## src/rtl/mux_nbit_nto1_reg.sv

```systemverilog
// CHANNELS:1 word mux with a one-entry registered output buffer and valid/ready
// handshakes. Selection is either directed by Sel or round-robin over valid requesters.
module mux_nbit_nto1_reg #(
  parameter int WIDTH    = 16,
  parameter int CHANNELS = 4,
  parameter int SEL_W    = 2
) (
  input  logic                      Clk,
  input  logic                      Reset,
  input  logic [CHANNELS*WIDTH-1:0] In_Data,
  input  logic [CHANNELS-1:0]       In_Valid,
  output logic [CHANNELS-1:0]       In_Ready,
  input  logic                      Mode,
  input  logic [SEL_W-1:0]          Sel,
  output logic [WIDTH-1:0]          Out_Data,
  output logic [SEL_W-1:0]          Out_Chan,
  output logic                      Out_Valid,
  input  logic                      Out_Ready
);

  logic [CHANNELS-1:0][WIDTH-1:0] words;
  logic [CHANNELS-1:0]            grant;
  logic [SEL_W-1:0]               gidx;
  logic                           gvld;
  logic [SEL_W-1:0]               rr_ptr;
  logic [SEL_W-1:0]               rr_next;
  logic                           load;
  int                             idx;

  // Flat bus already has channel i at [i*WIDTH +: WIDTH], matching the packed layout.
  assign words = In_Data;

  assign load = ~Out_Valid | Out_Ready;

  always_comb begin
    grant = '0;
    gidx  = '0;
    gvld  = 1'b0;
    idx   = 0;
    if (!Mode) begin
      // Out-of-range Sel simply matches no channel.
      for (int i = 0; i < CHANNELS; i++) begin
        if (int'(Sel) == i && In_Valid[i]) begin
          grant[i] = 1'b1;
          gidx     = SEL_W'(i);
          gvld     = 1'b1;
        end
      end
    end else begin
      for (int k = 0; k < CHANNELS; k++) begin
        idx = int'(rr_ptr) + k;
        if (idx >= CHANNELS) idx = idx - CHANNELS;
        if (!gvld && In_Valid[idx]) begin
          grant[idx] = 1'b1;
          gidx       = SEL_W'(idx);
          gvld       = 1'b1;
        end
      end
    end
  end

  assign In_Ready = Reset ? '0 : (grant & {CHANNELS{load}});
  assign rr_next  = (int'(gidx) == CHANNELS - 1) ? '0 : gidx + 1'b1;

  always_ff @(posedge Clk or posedge Reset) begin
    if (Reset) begin
      Out_Valid <= 1'b0;
      Out_Data  <= '0;
      Out_Chan  <= '0;
      rr_ptr    <= '0;
    end else if (load) begin
      // Empty or draining: take the granted word, or go empty holding the last data.
      Out_Valid <= gvld;
      if (gvld) begin
        Out_Data <= words[gidx];
        Out_Chan <= gidx;
        if (Mode) rr_ptr <= rr_next;
      end
    end
  end

endmodule

```

## config.mk

```make
export PLATFORM = sky130hd
export DESIGN_NAME = mux_nbit_nto1_reg
export DESIGN_NICKNAME = d
export VERILOG_FILES = /design/src/rtl/mux_nbit_nto1_reg.sv
export SDC_FILE = /design/constraint.sdc
export NUM_CORES = 1
export LEC_CHECK = 0
export CAP_MARGIN = 20
export CORE_ASPECT_RATIO = 0.75
export CORE_UTILIZATION = 40
export DETAILED_ROUTE_END_ITERATION = 8
export PLACE_DENSITY = 0.9
export SYNTH_ARGS = -nofsm -noshare
export SYNTH_HDL_FRONTEND = slang
export SYNTH_SLANG_ARGS = --single-unit
```

## constraint.sdc

```tcl
create_clock -name Clk -period 3.8 [get_ports Clk]
set_input_delay 0.76 -clock Clk [delete_from_list [all_inputs] [get_ports Clk]]
set_output_delay 0.76 -clock Clk [all_outputs]
set_load 0.01 [all_outputs]
```

After elaboration in Yosys (flattened, before gate mapping)
Cells that the tools add are included.
- register bits: 21
- latch bits: 0
- RAM bits: 0
- bits in read-only memories: 0
- bits of input ports: 74
- output and inout port bits: 23
- word-level logic and storage cells: 115
- memories: 0
- $add $sub $neg: 8
- multiply operators: 0
- div/mod/pow operators: 0
- $lt $le $gt $ge: 13
- eq/ne operators: 4
- shift operators: 0
- muxes and demuxes: 63
- bitwise gates (word level): 6
- reductions and logical operators: 17
- operators with widths (operator ; count):
    32-bit 2-to-1 mux ; 8
    32-bit by 1-bit greater-or-equal comparator with 1-bit output, second input constant ; 4
    32-bit by 4-bit < comparator with 1-bit output, second input constant ; 4
    4-bit 2-to-1 mux ; 9
    16-bit binary-select mux with 2-bit select ; 1
    1-bit 2-to-1 mux ; 28
    16-bit 2-to-1 mux ; 1
    2-bit 2-to-1 mux ; 8
    4-bit OR ; 3
    3-bit by 3-bit subtractor with 4-bit output, second input constant ; 3
    1-bit logical AND ; 11
    3-bit greater-or-equal comparator, second input constant ; 3
    1-bit binary-select mux with 2-bit select ; 4
    1-bit demux with 2-bit select ; 4
    2-bit by 2-bit adder with 3-bit output, second input constant ; 2
    4-bit AND ; 1
    2-bit by 1-bit == test with 1-bit output, second input constant ; 2
    2-bit == test, second input constant ; 2
    2-bit by 3-bit subtractor with 4-bit output, second input constant ; 1
    2-bit by 1-bit adder with 3-bit output, second input constant ; 1
    2-bit by 3-bit greater-or-equal comparator with 1-bit output, second input constant ; 1
    1-bit logical NOT ; 3
    2-bit by 3-bit < comparator with 1-bit output, second input constant ; 1
    3-bit AND reduction ; 1
    5 further kinds ; 5

Depth between registers and ports, before layout
- word-level depth: 22
- depth in mapped cells: 12
- depth with buffers taken out: 9

Worst setup path before layout
No wires, ideal clock.
- path type: flip-flop to flip-flop
- from: register rr_ptr[0]
- to: register rr_ptr[1]
- setup time: 0.125 ns
- data arrival time: 2.872 ns
- data required time: 3.675 ns
- path slack: 0.803 ns
- stages on the path, launching flop included: 12
- buffers on the path: 4
- clock period less this slack: 2.997 ns
- path through: dfrtp_1 > buf_6 > inv_1 > ha_1 > buf_2 > mux2i_1 > or4b_1 > o221a_2 > buf_4 > buf_2 > ha_1 > mux2_2
- word-level cells in the longest chain between the ends: 22
- elaborated cells on any way between the ends: 54
- those cells by class: add/sub (8); order compare (4); eq/ne (1); mux (34); reduce/logical (7)
- ends and longest elaborated chain (item ; RTL line ; RTL):
    from (decl) ; 25 ; logic [SEL_W-1:0] rr_ptr;
    from (signal assigned) ; 77 ; if (Mode) rr_ptr <= rr_next;
    2-bit by 3-bit subtractor with 4-bit output or 2-bit by 3-bit greater-or-equal comparator with 1-bit output (tied branches) ; 52 ; if (idx >= CHANNELS) idx = idx - CHANNELS;
    32-bit 2-to-1 mux ; 52 ;
    32-bit 2-to-1 mux ; 40 ; if (!Mode) begin
    1-bit binary-select mux with 2-bit select ; 53 ; if (!gvld && In_Valid[idx]) begin
    1-bit 2-to-1 mux (implied by the code) (2 in series) ; 53 ;
    1-bit 2-to-1 mux ; 53 ;
    1-bit 2-to-1 mux ; 40 ;
    1-bit logical NOT ; 53 ;
    [... 7 more ...] ; -- ;
    1-bit logical NOT ; 53 ;
    1-bit logical AND ; 53 ;
    2-bit 2-to-1 mux * ; 53 ;
    2-bit 2-to-1 mux * ; 40 ;
    via gidx[1] ; 23 ; logic [SEL_W-1:0] gidx;
    2-bit by 1-bit adder with 2-bit output or 2-bit by 1-bit == test with 1-bit output (tied branches) ; 63 ; assign rr_next = (int'(gidx) == CHANNELS - 1) ? '0 : gidx + 1'b1;
    2-bit 2-to-1 mux * ; 63 ;
    via rr_next[1] ; 26 ; logic [SEL_W-1:0] rr_next;
The timed path passes the listed nets; every way through them passes the cells marked *. The select of a mux whose other input is x is not followed.
A chain may end at the register's enable or synchronous reset.

Worst setup path in the final report
- from: input In_Valid[0]
- to: output In_Ready[3]
- word-level cells in the longest chain between the ends: 19
- elaborated cells on any way between the ends: 37
- those cells by class: mux (27); bitwise (4); reduce/logical (6)
- ends and longest elaborated chain (item ; RTL line ; RTL):
    from (decl) ; 11 ; input logic [CHANNELS-1:0] In_Valid,
    1-bit binary-select mux with 2-bit select ; 53 ;
    1-bit 2-to-1 mux (implied by the code) (2 in series) ; 53 ;
    1-bit 2-to-1 mux ; 53 ;
    1-bit 2-to-1 mux ; 40 ;
    1-bit logical NOT ; 53 ;
    1-bit logical AND ; 53 ;
    1-bit 2-to-1 mux ; 53 ;
    1-bit 2-to-1 mux ; 40 ;
    [... 2 more ...] ; -- ;
    1-bit 2-to-1 mux ; 53 ;
    1-bit 2-to-1 mux ; 40 ;
    1-bit logical NOT ; 53 ;
    1-bit logical AND ; 53 ;
    4-bit 2-to-1 mux * ; 53 ;
    4-bit 2-to-1 mux * ; 40 ;
    4-bit AND * ; 62 ; assign In_Ready = Reset ? '0 : (grant & {CHANNELS{load}});
    4-bit 2-to-1 mux * ; 62 ;
    to (decl) ; 12 ; output logic [CHANNELS-1:0] In_Ready,
Mark *: on every way between the ends. The rest lies on a longest branch, timed or not. The select of a mux whose other input is x is not followed.

==> flow_summary.ini <==
[status]
status = finished, final reports clean

[sta]
fin_crit_sh_pct = 95.0
fin_ws_ps = 188
period_needed_ps = 3610
maxSlewHeadroom_pct = 71.1
max_freq_mhz = 277
holdWs_ps = 519
setup_viol = 0
slew_viol_final = 0
rsz0062_at_grt = false
skew_ps = 3.27
tightest_slew_ps = 431
hold_viol_final = 0

[setup_path]
cpMaxStageDelayCell = mux4_2
crit_start = In_Valid[0]
r2r_start = rr_ptr[0]$_DFFE_PP0P_
crit_path_end_kind = output pin
required_ps = 3040
cp_max_fo = 12
worstPathArrival_ps = 2850
path_cells = clkdlybuf4s50_1 > buf_4 > mux4_2 > nor2b_2 > a22oi_1 > nor2_1 > o21ai_0 > a21oi_1 > dlygate4sd2_1
crit_path_start_kind = input port
crit_type = in2out
max_stage_delay_ps = 480

[power]
power_frac_comb_pct = 69.8
p_sw_mw = 0.745
p_sw_share_pct = 41.7
power_leakage_nw = 1.29
finalPower_mw = 1.78
seq_power_share_pct = 21.8
internal_power_mw = 1.04
pwr_density_cell_mw_per_mm2 = 583
ir_drop_v = 0.000271
p_clk_share_pct = 8.3

[floorplan]
num_rows = 21
coreArea_sq_mm = 0.00462
die_y_microns = 63.2
die_area_sq_mm = 0.00528
dieWidth_microns = 83.6
initial_utilization_pct = 43.2
io_pins = 97

[routing]
num_vias = 2242
drt-wirelength-per-cell_microns = 15.5
drt_iter0_markers = 157
drc = 0
avgViaCountPerCell = 5.63
drtPass1Iterations = 4
routed_wl_mm = 6.16
antenna_left = 0

[cells_and_area]
multiInputGateArea_sq_mm = 0.00130
fill_cells = 396
seq_area_sq_um = 526
nNetsFinal = 421
area_growth_pct = 53.4
drive_gt1_share_pct = 11.7
n_antenna_cell = 0

[synth]
synth_top_area_cell = dfrtp_1
syn_avg_cell_area_sq_um = 8.12
synth-main-ff-cell = dfrtp_1
synth_top_area_share_pct = 26.3
synth_area_sq_mm = 0.00200
synthTopCellsByArea = dfrtp_1 (26%), nand2_1 (16%), o221a_1 (6.2%)
synth_seq_cells = 21
yosysMostFrequentCell = nand2_1
syn_nets = 325
ys_warn_count = 0
yosysUniqueCellTypes = 42
ys_seq_area_share_pct = 26.3
synth_edf_count = 0
async_reset_ff_share_pct = 100
synth_common_cells = nand2_1 (83), dfrtp_1 (21), nand4_1 (18)
synth_cells = 246

[min_path]
min-delay-start = Out_Chan[1]$_DFFE_PP0P_
holdCritPathClass = reg2reg

[global_routing]
grt_pass1_wl_mm = 10.3
grt_max_degree = 39
grt.overflow.total = 0
antenna_found_initial = 0
grt_pass1_vias = 2151
grtUsageTotal_pct = 23.7

[clock_network]
cts_root_buffer = clkbuf_8
cts_tree = yes
hold_buffers = 0
cts_made_buffers = 3
cts_htree_levels = 1
clk_latency_ps = 260
cts.path.max_buffers = 2
post_cts_buffers = 0
path_clk_slew_ps = 80
cts.sinks = 21

[place]
hpwl_mm = 4.67
io_buffers = 96
place_ws_ps = -124
place.gp.congestion = 0.913

[run]
max_cap_violations = 0
## cell usage in the layout (no fill, tap or decap), types with 2 or more instances in the layout
| cell type | count |
|---|---|
| a21o_1 | 2 |
| a21oi_1 | 4 |
| a22o_1 | 4 |
| a22oi_1 | 4 |
| buf_4 | 16 |
| clkbuf_8 | 3 |
| clkdlybuf4s50_1 | 92 |
| dfrtp_1 | 21 |
| dlygate4sd2_1 | 3 |
| ha_1 | 5 |
| inv_1 | 3 |
| mux2_2 | 6 |
| mux2i_1 | 4 |
| mux4_2 | 3 |
| nand2_1 | 83 |
| nand2b_1 | 3 |
| nand3_1 | 5 |
| nand3b_1 | 5 |
| nand4_1 | 18 |
| nor2_1 | 9 |
| nor2b_1 | 2 |
| nor3b_1 | 2 |
| o21ai_0 | 4 |
| o21ai_1 | 2 |
| o221a_1 | 11 |
| o221a_2 | 5 |
## timing repair
| item | 4_1_cts | 5_1_grt |
|---|---|---|
| gates cloned | 0 | 0 |
| gates resized for setup | 7 | 2 |
| setup endpoints to repair | 4 | 2 |
## power groups by stage
stage	sequential, mW	combinational (mW)	clock (mW)
floorplan	0.447	0.744	0
global placement	0.389	1.19	0
detailed placement	0.393	1.23	0
CTS	0.390	1.24	0.153
global route	0.405	1.36	0.164
finish	0.390	1.25	0.149
## layout make-up
cell class                      instances  share of cell area (%)
Clock buffer                            4                    1.47
Inverter                                4                   0.654
Timing Repair Buffer                  113                    35.9
Tap cell                               57                    2.33
Sequential cell                        21                    17.2
Multi-Input combinational cell        199                    42.5
## flip-flops by register name, indices dropped and copies added (netlist names)
signal,flops
rr_ptr,2
Out_Chan,2
Out_Data,16
Out_Valid,1
## worst max-delay path, delay by kind of cell
family / cells / cell delay [ps]
AOI/OAI and AO/OA: 3 / 440
muxes: 1 / 480
and+or+nand+nor: 2 / 250
buffers and inverters: 3 / 910
## final timing paths
| path | to | slack [ps] | depth (start not counted) |
|---|---|---|---|
| max reg2reg | rr_ptr[1]$_DFFE_PP0P_ | 990 | 9 |
| min reg2reg | Out_Chan[1]$_DFFE_PP0P_ | 520 | 1 |
| max | In_Ready[3] | 190 | 9 |
| max in group asynchronous | Out_Data[8]$_DFFE_PP0P_ | 2640 | 3 |
| min in group asynchronous | Out_Chan[0]$_DFFE_PP0P_ | 940 | 3 |
| min | Out_Chan[1]$_DFFE_PP0P_ | 520 | 1 |
## logic make-up (layout without fill, tap and decap cells)
| logic type | after synthesis | count (layout) | synth area share [%] |
|---|---|---|---|
| simple gates | 136 | 136 | 31.6 |
| compound gates | 44 | 44 | 19.7 |
| buf+inv | 26 | 121 | 8.96 |
| flops | 21 | 21 | 26.3 |
| mux | 14 | 14 | 10.3 |
| fa+ha+maj | 5 | 5 | 3.13 |
## routing by layer
layer	up-vias	track usage (%)	wire, microns
li1	1084	-	-
met1	1058	31.3	2670
met2	88	38.9	2950
met3	12	6.55	463
met4	0	5.08	78
met5	-	0	0
## through the flow
step,util (%),TNS [ps],instance area (sq um),instances
floorplan,-,0,2000,246
global placement,65.2,0,3020,394
detailed placement,65.2,-250,3020,394
CTS,66.3,0,3060,398
global route,66.2,0,3060,398
finish,66.2,0,3060,398
Power figures use the tool's default switching activity.
